## config.mk

```make
export PLATFORM = sky130hd
export DESIGN_NAME = mem_stage_lsu
export DESIGN_NICKNAME = d
export VERILOG_FILES = /design/src/rtl/mem_stage_lsu.sv
export SDC_FILE = /design/constraint.sdc
export NUM_CORES = 1
export LEC_CHECK = 0
export ABC_AREA = 1
export BUFFER_PORTS_ARGS = -buffer_cell sky130_fd_sc_hd__buf_2
export CAP_MARGIN = 25
export CORE_AREA = 3 3 104 106
export CTS_CLUSTER_DIAMETER = 50
export DETAILED_ROUTE_END_ITERATION = 7
export DIE_AREA = 0 0 107 109
export GPL_TIMING_DRIVEN = 0
export PLACE_DENSITY = 0.84
export SYNTH_ARGS = -nofsm -noshare
export SYNTH_HDL_FRONTEND = slang
export SYNTH_SLANG_ARGS = --single-unit
```

## constraint.sdc

```tcl
create_clock -name clk -period 5.6 [get_ports clk]
set_input_delay 1.12 -clock clk [delete_from_list [all_inputs] [get_ports clk]]
set_output_delay 1.12 -clock clk [all_outputs]
set_load 0.005 [all_outputs]
```

## src/rtl/mem_stage_lsu.sv

```systemverilog
// MEM-stage load/store unit: holds one request on a handshaked memory port, aligns store lanes,
// extracts and extends load data. Optional misaligned-access trap: define MEM_MISALIGN_TRAP_EN.
module mem_stage_lsu #(
   parameter int DATA_W = 32,
   parameter int ADDR_W = 32
) (
   input  logic                clk,
   input  logic                rst,
   input  logic                valid_in,
   input  logic                is_load,
   input  logic                is_store,
   input  logic [2:0]          funct3,
   input  logic [ADDR_W-1:0]   addr,
   input  logic [DATA_W-1:0]   store_data,
   output logic                stall_out,
   output logic                valid_out,
   output logic [DATA_W-1:0]   load_value,
   output logic                misalign_o,
   output logic [ADDR_W-1:0]   mem_address,
   output logic [DATA_W-1:0]   mem_wdata,
   output logic [DATA_W/8-1:0] mem_byte_enable,
   output logic                mem_read,
   output logic                mem_write,
   input  logic                mem_resp,
   input  logic [DATA_W-1:0]   mem_rdata,
   output logic [1:0]          dbg_state
);
   localparam int LANES = DATA_W / 8;
   localparam int OFF_W = $clog2(LANES);

   typedef enum logic [1:0] {S_IDLE = 2'd0, S_BUSY = 2'd1, S_DONE = 2'd2} state_t;

   state_t              r_state;
   logic                r_valid_out;
   logic                r_misalign;
   logic [DATA_W-1:0]   r_load_value;
   logic [ADDR_W-1:0]   r_addr;
   logic [DATA_W-1:0]   r_wdata;
   logic [LANES-1:0]    r_be;
   logic                r_read;
   logic                r_write;
   logic [2:0]          r_funct3;
   logic [OFF_W-1:0]    r_off_al;

   logic [OFF_W-1:0]    w_off;
   logic [OFF_W-1:0]    w_low_mask;
   logic [OFF_W-1:0]    w_off_al;
   logic [LANES-1:0]    w_be;
   logic [DATA_W-1:0]   w_wdata;
   logic                w_legal;
   logic                w_memop;
   logic                w_mis;
   logic                w_go;
   logic [DATA_W-1:0]   w_rsh;
   logic [7:0]          w_k;
   logic [DATA_W-1:0]   w_tmp;
   logic [DATA_W-1:0]   w_zext;
   logic signed [DATA_W-1:0] w_sext;
   logic [DATA_W-1:0]   w_ext;

   // Request decode: access size from funct3[1:0], lane offset aligned down to the size.
   assign w_off      = addr[OFF_W-1:0];
   assign w_low_mask = OFF_W'((4'd1 << funct3[1:0]) - 4'd1);
   assign w_off_al   = w_off & ~w_low_mask;
   assign w_be       = LANES'(((16'd1 << (5'd1 << funct3[1:0])) - 16'd1) << w_off_al);
   assign w_wdata    = store_data << {w_off_al, 3'b000};
   assign w_legal    = (funct3 != 3'b111) &&
                       ((DATA_W == 64) || ((funct3[1:0] != 2'b11) && (funct3 != 3'b110)));
   assign w_memop    = (is_load | is_store) & w_legal;
`ifdef MEM_MISALIGN_TRAP_EN
   assign w_mis      = w_memop & (w_off != w_off_al);
`else
   assign w_mis      = 1'b0;
`endif
   assign w_go       = w_memop & ~w_mis;

   // Load path: bring the addressed bytes to bit 0, then extend by shifting up and back down.
   assign w_rsh  = mem_rdata >> {r_off_al, 3'b000};
   assign w_k    = 8'(DATA_W) - {1'b0, (4'd1 << r_funct3[1:0]), 3'b000};
   assign w_tmp  = w_rsh << w_k;
   assign w_zext = w_tmp >> w_k;
   assign w_sext = $signed(w_tmp) >>> w_k;
   assign w_ext  = r_funct3[2] ? w_zext : w_sext;

   always_ff @(posedge clk or posedge rst) begin
      if (rst) begin
         r_state      <= S_IDLE;
         r_valid_out  <= 1'b0;
         r_misalign   <= 1'b0;
         r_load_value <= '0;
         r_addr       <= '0;
         r_wdata      <= '0;
         r_be         <= '0;
         r_read       <= 1'b0;
         r_write      <= 1'b0;
         r_funct3     <= '0;
         r_off_al     <= '0;
      end else begin
         r_valid_out  <= 1'b0;
         r_misalign   <= 1'b0;
         r_load_value <= '0;
         case (r_state)
            S_IDLE: begin
               if (valid_in && w_go) begin
                  r_addr   <= {addr[ADDR_W-1:OFF_W], {OFF_W{1'b0}}};
                  r_wdata  <= w_wdata;
                  r_be     <= w_be;
                  r_read   <= is_load;
                  r_write  <= is_store;
                  r_funct3 <= funct3;
                  r_off_al <= w_off_al;
                  r_state  <= S_BUSY;
               end else if (valid_in) begin
                  r_valid_out <= 1'b1;
                  r_misalign  <= w_mis;
               end
            end
            S_BUSY: begin
               if (mem_resp) begin
                  r_load_value <= r_read ? w_ext : '0;
                  r_valid_out  <= 1'b1;
                  r_read       <= 1'b0;
                  r_write      <= 1'b0;
                  r_be         <= '0;
                  r_wdata      <= '0;
                  r_state      <= S_DONE;
               end
            end
            // The slot upstream still holds the completed op here; it advances as stall drops.
            S_DONE:  r_state <= S_IDLE;
            default: r_state <= S_IDLE;
         endcase
      end
   end

   assign stall_out       = ((r_state == S_IDLE) & valid_in & w_go) | (r_state == S_BUSY);
   assign valid_out       = r_valid_out;
   assign load_value      = r_load_value;
   assign misalign_o      = r_misalign;
   assign mem_address     = r_addr;
   assign mem_wdata       = r_wdata;
   assign mem_byte_enable = r_be;
   assign mem_read        = r_read;
   assign mem_write       = r_write;
   assign dbg_state       = r_state;
endmodule

```

# [After elaboration in Yosys (flattened, before gate mapping)]
# Cells that the tools add are included.
[totals] out_inout_bits=107 register_bits=108 in_bits=105
[op_classes] addsub=3 reduce_logical=8 n_eq_ne=6 bitwise=7 n_mux=22 shift=10
[ops] op="32-bit two-way mux" count=6
[ops] op="32-bit case mux with 2 select lines" count=1
[ops] op="32-bit by 5-bit left shift with 32-bit output" count=1
[ops] op="32-bit by 8-bit left shift with 32-bit output" count=1
[ops] op="32-bit by 5-bit right shift with 32-bit output" count=1
[ops] op="32-bit by 8-bit right shift with 32-bit output" count=1
[ops] op="32-bit by 8-bit >>> shifter with 32-bit output" count=1
[ops] op="1-bit by 5-bit left shift with 16-bit output, first input constant" count=1
[ops] op="16-bit by 2-bit left shift with 4-bit output" count=1
[ops] op="16-bit by 1-bit subtractor with 16-bit output, second input constant" count=1
[ops] op="4-bit two-way mux" count=2
[ops] op="4-bit case mux with 2 select lines" count=1
[ops] op="6-bit by 7-bit subtractor with 8-bit output, first input constant" count=1
[ops] op="1-bit two-way mux" count=6
[ops] op="2-bit != test, second input constant" count=3
[ops] op="3-bit != test, second input constant" count=2
[ops] op="1-bit case mux with 2 select lines" count=3
[ops] op="1-bit by 2-bit left shift with 5-bit output, first input constant" count=1
[ops] op="2-bit two-way mux" count=2
[ops] op="2-bit case mux with 2 select lines" count=1
[ops] op="2-bit AND reduction" count=2
[ops] op="1-bit by 2-bit left shift with 4-bit output, first input constant" count=1
[ops] op="1-bit bitwise AND" count=3
[ops] op="1-bit logical AND" count=3
[ops] op="9 further kinds" count=10

# [Depth between registers and ports, before layout]
# Gate-level depths: netlist of the first run.
[logic_depth] word_depth=8 depth_mapped=9

# [Worst setup path before layout of the first run]
# No wires, ideal clock.
[synth_timing] path_type="input to output" from="in funct3[0]" to="out stall_out" arrival_ns=1.879 setup_slack_ns=2.601 cell_stages=5 t_required_ns=4.480 cell_sequence="o21ai_1 -> nand3_2 -> buf_2 -> buf_2 -> nand2_1"
[synth_via] elab_chain_len=6 word_cells_on_any_way=8
[synth_rtl] item="start: declaration" line="12" source="input logic [2:0] funct3,"
[synth_rtl] item="3-bit != test / 2-bit != test (equally long branches)" line="68" source="((DATA_W == 64) || ((funct3[1:0] != 2'b11) && (funct3 != 3'b110)));"
[synth_rtl] item="1-bit logical AND" line="68"
[synth_rtl] item="1-bit logical AND *" line="67" source="assign w_legal = (funct3 != 3'b111) &&"
[synth_rtl] item="1-bit bitwise AND *" line="69" source="assign w_memop = (is_load | is_store) & w_legal;"
[synth_rtl] item="1-bit bitwise AND *" line="136" source="assign stall_out = ((r_state == S_IDLE) & valid_in & w_go) | (r_state == S_BUSY);"
[synth_rtl] item="1-bit OR *" line="136"
[synth_rtl] item="end: declaration" line="15" source="output logic stall_out,"
# Mark *: on every way between the ends. The rest lies on a longest branch, timed or not.

# [Worst setup path after layout of the first run]
[layout_timing] from="in is_load" to="out stall_out"
[layout_via] elab_chain_len=4
[layout_rtl] item="start: declaration" line="10" source="input logic is_load,"
[layout_rtl] item="1-bit OR" line="69"
[layout_rtl] item="1-bit bitwise AND" line="69"
[layout_rtl] item="1-bit bitwise AND" line="136"
[layout_rtl] item="1-bit OR" line="136"
# No other way between the ends.

==> results of run 1 <==
-- cell families (layout without fill, tap and decap cells) --
group           after synthesis  in the layout
xor+xnor                      1              1
fa+ha+maj                     3              3
simple gates                372            372
other cells                   1              3
flops                       108            108
buf+inv                      75            300
compound gates               95             95
mux                           2              2
-- final cells by class --
type	count	area share [%]
Sequential cell	108	40.9
Multi-Input combinational cell	476	31.5
Timing Repair Buffer	209	16.2
Buffer	37	3.03
Tap cell	133	2.52
Inverter	38	2.23
Clock buffer	10	2.08
Clock inverter	6	1.68
-- routing by layer --
layer,global-route usage (%),vias to the layer above,wire [µm]
met4,9.86,0,341
met1,33.5,2424,6150
li1,-,2535,-
met5,0,-,0
met2,44.8,281,7330
met3,5.39,25,1440
-- layout by cell type, fill, tap and decap left out, drive strengths merged --
| cell | n |
|---|---|
| a211oi | 7 |
| nand3 | 45 |
| o21a | 2 |
| xor2 | 1 |
| clkbuf | 18 |
| o21bai | 1 |
| conb | 3 |
| dfrtp | 108 |
| clkinv | 4 |
| nand4 | 5 |
| a21oi | 28 |
| o211ai | 3 |
| nand2 | 290 |
| ha | 3 |
| nor2 | 32 |
| buf | 238 |
| o31ai | 2 |
| o21ai | 52 |
| mux2i | 2 |
| inv | 36 |
| clkinvlp | 1 |
| bufinv | 3 |
-- power breakdown --
group,leakage [nW],switching [mW],internal (mW),total (mW)
combinational,2.32,0.479,0.306,0.785
sequential,1.41,0.0921,0.935,1.03
clock,0.122,0.266,0.309,0.576
-- synth_stat cells --
master    count  share of area (%)
o21bai_1      1               0.15
conb_1        1              0.073
clkinv_1      2               0.15
buf_1         3               0.22
buf_6         1               0.22
nand2_2       2               0.24
clkbuf_1      8               0.59
o21ai_1      26                2.5
nand3_1      43                4.2
a211oi_1      7                1.0
xor2_1        1               0.17
buf_2        16                1.6
o31ai_1       2               0.29
o21ai_0      26                2.5
buf_4         9                1.3
nor2_1       28                2.1
nand3_2       2               0.39
inv_4         1               0.12
o21a_1        2               0.29
mux2i_1       2               0.39
ha_1          3               0.73
nor2_2        4               0.49
nand2_1     288                 21
inv_1        29                2.1
inv_2         6               0.44
a21oi_1      28                2.7
dfrtp_1     108                 53
o211ai_1      3               0.44
nand4_1       5               0.61
-- worst paths after layout --
check	start	endpoint	slack (ns)	cells after the start
max	is_load	stall_out	2.20	8
min	mem_byte_enable[2]$_DFFE_PP0P_	mem_byte_enable[2]$_DFFE_PP0P_	0.48	2
max reg2reg	r_off_al[1]$_DFFE_PP0P_	load_value[11]$_DFF_PP0_	4.00	7
min reg2reg	mem_byte_enable[2]$_DFFE_PP0P_	mem_byte_enable[2]$_DFFE_PP0P_	0.48	2
min in group asynchronous	rst	mem_address[21]$_DFFE_PP0P_	0.88	2
max in group asynchronous	rst	mem_address[7]$_DFFE_PP0P_	4.03	3
-- per-stage QoR --
step	utilization, %	hold slack, ns	area, µm²	power (mW)
2_1_floorplan	-	0.465	5130	1.48
3_3_place_gp	64.2	0.451	6340	1.80
3_5_place_dp	64.5	0.459	6370	1.82
4_1_cts	67.1	0.484	6620	2.39
5_1_grt	67.1	0.507	6620	2.54
6_report	67.1	0.482	6620	2.39
-- flip-flops by register name, summed over array words and instances, names as in the netlist --
signal	cells
dbg_state	2
load_value	32
mem_address	30
mem_byte_enable	4
mem_read	1
mem_wdata	32
mem_write	1
r_funct3	3
r_off_al	2
valid_out	1
-- worst register-to-register path, delay by kind of cell, from the launching register on --
kind,cells,cell delay (ns)
buf+inv,2,0.57
simple gates,4,0.41
compound gates,1,0.07
flops,1,0.42
==> metrics.txt, run 1 <==
delay-heaviest family, CP=buffers and inverters; sequential-to-total area share from yosys stat=52.8%; largest net degree at the start of global routing=63; crit start category=primary input; leakage power=3.85 nW; cells after synthesis=657; Arrival @ worst endpoint=2.28 ns; most used cell, CP=buf_2; Clock Tree Root=clkbuf_8; # diodes=0; sequential cell area=0.00270 mm²; fin worst setup slack=2.20 ns; GPL Wtd Cong=0.972; multi-input logic area=0.00208 mm²; post-layout minimum cycle time=3.40 ns; total core area=0.00986 mm²; placed instance count=1001; Worst Path Buf+Inv=5; Worst Setup End Kind=primary output; Final Cycle Share=60.7%; overall routing resource usage=26.4%; Num CTS Buffers=9; CTS resizes=0; Post-Syn Area per Cell=7.79 µm²; vias in the first global route=4841; pwr/cell area=361 mW/mm²; Post-Synth Adder-Cell Area=0.733%; fin. max-slew vios=0; Post-Route WL=15300 µm; DR vias=5265; DIE AREA=0.0117 mm²; actual slew at the worst max-slew pin=0.771 ns; mapped cell area=0.00512 mm²; slowest stage delay, CP=0.28 ns; peak supply drop=0.000176 V; Yosys cell types=29; unrepaired setup endpoints after global routing=no; die height=109 µm; worst path cell trace=buf_2, inv_1, nand2_1, nand3_2, buf_2, buf_2, nand2_1, buf_2; remaining antenna violation count=0; Clock transition at path regs=0.10 ns; global-route wire length before repair=24100 µm; largest family of logic cells by synthesized area=simple AND/OR/NAND/NOR gates; hold buffers post-CTS=0; Initial Util=51.9%; drt wl/cell=15.0 µm; initial antenna violation count=0; Nets=987; PortBufs=208; Slew headroom=48.6%; vias per cell=5.18; clk sink count=108; Post-Synth XOR/XNOR Area=0.171%; Data required, critical path=4.48 ns; Final TNS setup=0 ns; pre-CTS WS=2.19 ns; filler instances=884; area growth from synthesis to layout=29.2%; Clk Latency, worst-skew pair=0.37 ns; CTS max path bufs=2; I/O Pins=212; DR iter-0 viols=337; GRT overflow=0; layout cells sized above 1=30.2%; CTS tree=built; crit path max-delay cell type=buf_2; Peak Freq=0.294 GHz; setup bufs post-CTS=0; fin cells=1017; min-delay worst type=flip-flop to flip-flop; post-synthesis mux area share=0.391%; Initial DRT Pass Iterations=5; simple-gate share of the synthesized area=29.1%; Die Width=107 µm; register bit total from synthesis=108; CP Max Fanout=10; Max H-tree Level=3; kind of critical path=primary input to primary output; post-synthesis compound-gate area fraction=10.0%; Fin. Hold Viols=0; DP HPWL=11700 µm; max cap viols=0; placement row count=36; Syn. warnings=0; clk_skew=0.00726 ns; number of remaining DRC errors=0; status=finished clean; final setup violation count=0
(Power assumes the default switching activity.)
==> inputs of run 2 (changes only) <==
--- a/config.mk
+++ b/config.mk
@@ -8,12 +8,12 @@
 export ABC_AREA = 1
 export BUFFER_PORTS_ARGS = -buffer_cell sky130_fd_sc_hd__buf_2
 export CAP_MARGIN = 25
-export CORE_AREA = 3 3 104 106
+export CORE_AREA = 3 3 108 110
 export CTS_CLUSTER_DIAMETER = 50
 export DETAILED_ROUTE_END_ITERATION = 7
-export DIE_AREA = 0 0 107 109
+export DIE_AREA = 0 0 111 113
 export GPL_TIMING_DRIVEN = 0
-export PLACE_DENSITY = 0.84
+export PLACE_DENSITY = 0.78
 export SYNTH_ARGS = -nofsm -noshare
 export SYNTH_HDL_FRONTEND = slang
 export SYNTH_SLANG_ARGS = --single-unit
==> constraint.sdc (replaced) <==
create_clock -name clk -period 3.4 [get_ports clk]
set_input_delay 0.68 -clock clk [delete_from_list [all_inputs] [get_ports clk]]
set_output_delay 0.68 -clock clk [all_outputs]
set_load 0.005 [all_outputs]
==> run 2 against run 1 <==
Setup slack worse by 1.4 ns. Critical endpoint unchanged. Combinational power increased by 64%. Die area rose by 7.5%. Register-to-register slack lost 2.2 ns. Critical path depth unchanged. Via count is 0.40% lower. Global-route usage decreased by 1.8 points. Highest routed layer unchanged. Largest cell class unchanged. Count of clock-buffer cells in the layout unchanged.
==> metrics.txt, run 2 (same netlist as run 1, synthesis figures left out) <==
status=finished clean (unchanged); CTS max path bufs=2 (unchanged); Slew headroom=57.1% (was 48.6%); multi-input logic area=0.00208 mm² (unchanged); Post-Route WL=15500 µm (was 15300 µm); remaining antenna violation count=0 (unchanged); clk sink count=108 (unchanged); CTS resizes=0 (unchanged); drt wl/cell=15.1 µm (was 15.0 µm); Initial DRT Pass Iterations=5 (unchanged); leakage power=3.86 nW (was 3.85 nW); largest net degree at the start of global routing=30 (was 63); Max H-tree Level=3 (unchanged); # diodes=0 (unchanged); clk_skew=0.0128 ns (was 0.00726 ns); layout cells sized above 1=30.2% (unchanged); max cap viols=0 (unchanged); die height=113 µm (was 109 µm); CP Max Fanout=10 (unchanged); GPL Wtd Cong=0.934 (was 0.972); Clock Tree Root=clkbuf_8 (unchanged); pwr/cell area=590 mW/mm² (was 361 mW/mm²); Initial Util=47.4% (was 51.9%); most used cell, CP=buf_2 (unchanged); most frequent cells in the layout=nand2_1, buf_2, dfrtp_1 (unchanged); global-route wire length before repair=24900 µm (was 24100 µm); Clk Latency, worst-skew pair=0.37 ns (about the same); Clock Power Share=23.9% (was 24.1%); DIE AREA=0.0125 mm² (was 0.0117 mm²); DR vias=5244 (was 5265); routing usage on met1=31.3% (was 33.5%); overall routing resource usage=24.6% (was 26.4%); Sw Pwr=1.37 mW (was 837 µW); area growth from synthesis to layout=29.8% (was 29.2%); fin. max-slew vios=0 (unchanged); Arrival @ worst endpoint=1.89 ns (was 2.28 ns); CTS tree=built (unchanged); final setup violation count=0 (unchanged); crit path max-delay cell type=dfrtp_1 (was buf_2); Final TNS setup=0 ns (unchanged); worst r2r src=dbg_state[0]$_DFFE_PP0P_ (was r_off_al[1]$_DFFE_PP0P_); r2r worst-path depth=8 (was 7); vias in the first global route=5072 (was 4841); Data required, critical path=2.72 ns (was 4.48 ns); placed cell areas=0.00641 mm² (was 0.00637 mm²); Die Width=111 µm (was 107 µm); slowest stage delay, CP=0.42 ns (was 0.28 ns); sw frac=34.9% (was 35.1%); post-layout minimum cycle time=2.57 ns; Worst Setup End Kind=primary output (unchanged); Peak Freq=0.389 GHz; routing usage on met3=7.38% (was 5.39%); post-route cell area=0.00665 mm² (was 0.00662 mm²); Critical Path Start=dbg_state[0]$_DFFE_PP0P_ (was is_load); sequential cell area=0.00270 mm² (unchanged); vias per cell=5.12 (was 5.18); crit start category=flip-flop (was primary input); PortBufs=208 (unchanged); Comb pwr share=32.9% (about the same); placement row count=38 (was 36); GRT overflow=0 (unchanged); DP HPWL=12000 µm (was 11700 µm); Sequential Power Share=43.2% (was 43.0%); filler instances=1014 (was 884); Int Pwr=2.55 mW (was 1.55 mW); Fin. Hold Viols=0 (unchanged); kind of critical path=flip-flop to primary output (was primary input to primary output); min-delay worst type=primary input to async pin (was flip-flop to flip-flop); I/O Pins=212 (unchanged); unrepaired setup endpoints after global routing=no (unchanged); Nets=989 (was 987); peak supply drop=0.000273 V (was 0.000176 V); total core area=0.0108 mm² (was 0.00986 mm²); number of remaining DRC errors=0 (unchanged); GRT met2 Usage=40.5% (was 44.8%); layer with the highest usage=met2 (unchanged); Num CTS Buffers=9 (unchanged); commonest non-fill, non-tap cell in the layout=nand2_1 (unchanged); actual slew at the worst max-slew pin=0.643 ns (was 0.771 ns); initial antenna violation count=0 (unchanged); DR iter-0 viols=318 (was 337); setup bufs post-CTS=0 (unchanged); worst path cell trace=inv_1, nand2_1, nor2_1, nand3_2, buf_2, buf_2, nand2_1, buf_2 (was buf_2, inv_1, nand2_1, nand3_2, buf_2, buf_2, nand2_1, buf_2); Clock transition at path regs=0.10 ns (about the same); hold buffers post-CTS=0 (unchanged); Final Cycle Share=75.6%
## run 2: cell types whose count changed in the layout (fill, tap and decap cells not counted), sizes merged
cell	delta
clkinv	-1
buf	+2
inv	-1
## run 2: area by class of cell
type                            instances  area share [%]
Buffer                                 37            3.01
Clock buffer                           10            2.07
Clock inverter                          4            1.49
Inverter                               38            2.24
Multi-Input combinational cell        476            31.3
Sequential cell                       108            40.7
Tap cell                              140            2.64
Timing Repair Buffer                  211            16.6
## run 2: routing by layer
layer  vias up  share of wire (%)
li1       2525                  -
met1      2404                 41
met2       277                 47
met3        38                9.8
met4         0                2.6
met5         -                  0
## run 2: final timing paths
kind	end	slack (ns)
worst max-delay path	stall_out	0.83
worst min-delay path	mem_wdata[15]$_DFFE_PP0P_	0.38
worst max register to register	load_value[0]$_DFF_PP0_	1.76
worst min register to register	mem_address[19]$_DFFE_PP0P_	0.48
max in group asynchronous	mem_address[8]$_DFFE_PP0P_	2.47
min in group clk	mem_address[19]$_DFFE_PP0P_	0.48
## run 2: through the flow
stage                     setup WS (ns)  cells  hold WS, ns  power, mW  utilization, %
after floorplan                    1.28    659        0.465       2.44               -
after global placement            0.728   1007        0.451       2.96            58.8
after detailed placement          0.795   1010        0.457       2.99            59.4
after CTS                         0.816   1024        0.386       3.92            61.6
after global routing              0.648   1024        0.406       4.18            61.6
final                             0.829   1024        0.381       3.92            61.6
## run 2: worst max-delay path: cells and delay by family (launching register included)
| family | cells | cell delay, ns |
|---|---|---|
| flip-flops | 1 | 0.42 |
| AND/OR/NAND/NOR | 4 | 0.44 |
| buffers and inverters | 4 | 0.66 |
## run 2: power groups by stage
stage | logic (mW) | registers, mW | clock network [mW]
floorplan | 0.714 | 1.72 | 0
global placement | 1.25 | 1.71 | 0
detailed placement | 1.28 | 1.71 | 0
CTS | 1.28 | 1.69 | 0.949
global route | 1.45 | 1.73 | 1.00
finish | 1.29 | 1.69 | 0.936
==> inputs of run 3 (changes only) <==
==> constraint.sdc (replaced) <==
create_clock -name clk -period 2.4 [get_ports clk]
set_input_delay 0.48 -clock clk [delete_from_list [all_inputs] [get_ports clk]]
set_output_delay 0.48 -clock clk [all_outputs]
set_load 0.005 [all_outputs]
==> run 3 against run 2 <==
Core utilization increased by 0.19 points. Routed wire length is 0.26% higher. Combinational power grew 42%. Count of clock-buffer cells in the layout is the same. Cell count increased by 0.20%. Setup slack got worse by 0.69 ns. Flip-flop and latch count stayed put. Final area is 0.30% higher. Largest cell class unchanged. Highest routed layer unchanged.
==> metrics.txt, run 3 (same netlist as run 1, synthesis figures left out) <==
vias in the first global route=5072 (unchanged); Initial DRT Pass Iterations=5 (unchanged); Fin. Hold Viols=0 (unchanged); actual slew at the worst max-slew pin=0.643 ns (about the same); initial antenna violation count=0 (unchanged); most frequent cells in the layout=nand2_1, buf_2, dfrtp_1 (unchanged); DR iter-0 viols=348 (was 318); peak supply drop=0.000392 V (was 0.000273 V); Arrival @ worst endpoint=1.78 ns (was 1.89 ns); unrepaired setup endpoints after global routing=no (unchanged); slowest stage delay, CP=0.42 ns (about the same); final setup violation count=0 (unchanged); Peak Freq=0.443 GHz; Post-Route WL=15500 µm (about the same); Num CTS Buffers=9 (unchanged); worst path cell trace=inv_1, nand2_1, nor2_2, nand3_2, buf_4, buf_2, nand2_1, buf_2 (was inv_1, nand2_1, nor2_1, nand3_2, buf_2, buf_2, nand2_1, buf_2); post-route cell area=0.00667 mm² (was 0.00665 mm²); I/O Pins=212 (unchanged); delay-heaviest family, CP=buffers and inverters (unchanged); CTS tree=built (unchanged); remaining antenna violation count=0 (unchanged); total core area=0.0108 mm² (unchanged); fin worst setup slack=0.142 ns (was 0.829 ns); PortBufs=208 (unchanged); DP HPWL=12000 µm (unchanged); Die Width=111 µm (unchanged); GRT overflow=0 (unchanged); placement row count=38 (unchanged); overall routing resource usage=24.6% (unchanged); post-layout minimum cycle time=2.26 ns; DIE AREA=0.0125 mm² (unchanged); crit start category=flip-flop (unchanged); Data required, critical path=1.92 ns (was 2.72 ns); # diodes=0 (unchanged); Final TNS setup=0 ns (unchanged); kind of critical path=flip-flop to primary output (unchanged); GPL Wtd Cong=0.934 (unchanged); layout cells sized above 1=30.5% (was 30.2%); min-delay worst type=primary input to async pin (unchanged); Slew headroom=57.0% (was 57.1%); largest net degree at the start of global routing=30 (unchanged); vias per cell=5.11 (was 5.12); area growth from synthesis to layout=30.1% (was 29.8%); sequential cell area=0.00270 mm² (unchanged); global-route wire length before repair=24900 µm (unchanged); hold buffers post-CTS=0 (unchanged); pwr/cell area=834 mW/mm² (was 590 mW/mm²); placed cell areas=0.00641 mm² (unchanged); clk sink count=108 (unchanged); die height=113 µm (unchanged); status=finished clean (unchanged); Worst Path Buf+Inv=4 (unchanged); Clock transition at path regs=0.10 ns (about the same); CTS max path bufs=2 (unchanged); clk_skew=0.0105 ns (was 0.0128 ns); commonest non-fill, non-tap cell in the layout=nand2_1 (unchanged); Final Cycle Share=94.1%; Initial Util=47.4% (unchanged); max cap viols=0 (unchanged); Clk Latency, worst-skew pair=0.37 ns (about the same); Nets=991 (was 989); Max H-tree Level=3 (unchanged); CP Max Fanout=10 (unchanged); leakage power=3.87 nW (was 3.86 nW); multi-input logic area=0.00208 mm² (about the same); drt wl/cell=15.1 µm (about the same); fin. max-slew vios=0 (unchanged); filler instances=1014 (unchanged); number of remaining DRC errors=0 (unchanged); Clock Tree Root=clkbuf_8 (unchanged); Worst Setup End Kind=primary output (unchanged); crit path max-delay cell type=dfrtp_1 (unchanged); pre-CTS WS=-0.00520 ns (was 0.795 ns); DR vias=5239 (was 5244)
run 3: cell count changes in the layout (fill, tap and decap cells not counted), sizes merged:
| cell | before | now |
|---|---|---|
| buf | 240 | 242 |
run 3: metrics by stage:
| stage | total power [mW] | utilization, % | instances | hold WS [ns] |
|---|---|---|---|---|
| after floorplan | 3.45 | - | 659 | 0.465 |
| after global placement | 4.20 | 58.8 | 1007 | 0.451 |
| final | 5.56 | 61.8 | 1026 | 0.180 |
| after global routing | 5.92 | 61.8 | 1026 | 0.206 |
| after CTS | 5.56 | 61.6 | 1024 | 0.186 |
| after detailed placement | 4.23 | 59.4 | 1010 | 0.457 |
run 3: cell type report:
type                            instances  area share [%]
Buffer                                 37            3.04
Clock buffer                           10            2.06
Clock inverter                          4            1.48
Inverter                               38            2.23
Multi-Input combinational cell        476            31.3
Sequential cell                       108            40.5
Tap cell                              140            2.63
Timing Repair Buffer                  213            16.7
run 3: worst paths after layout:
path                                               end  slack, ns  cells after the start                        start
max                                          stall_out       0.14                      8     dbg_state[0]$_DFFE_PP0P_
max reg2reg                 mem_address[8]$_DFFE_PP0P_       0.72                     10     dbg_state[0]$_DFFE_PP0P_
min reg2reg                mem_address[30]$_DFFE_PP0P_       0.48                      2  mem_address[30]$_DFFE_PP0P_
min in group clk           mem_address[26]$_DFFE_PP0P_       0.30                      3                     addr[26]
min                          mem_wdata[15]$_DFFE_PP0P_       0.18                      2                          rst
max in group asynchronous  mem_address[30]$_DFFE_PP0P_       1.67                      3                          rst
run 3: per-layer routing:
| layer | vias up | GRT usage, % | wire (µm) |
|---|---|---|---|
| met5 | - | 0 | 0 |
| met4 | 0 | 8.29 | 413 |
| met2 | 272 | 40.5 | 7280 |
| met3 | 38 | 7.38 | 1490 |
| met1 | 2397 | 31.3 | 6350 |
| li1 | 2532 | - | - |
run 3: repair_timing:
item | 4_1_cts | 5_1_grt
endpoints found under the setup margin | 0 | 1
resized for setup | 0 | 3
setup buffers | 0 | 2
run 3: where the power goes:
part / switching, mW / internal (mW) / leakage (nW)
Combinational: 1.11 / 0.724 / 2.34
Clock: 0.613 / 0.713 / 0.118
Sequential: 0.218 / 2.18 / 1.41
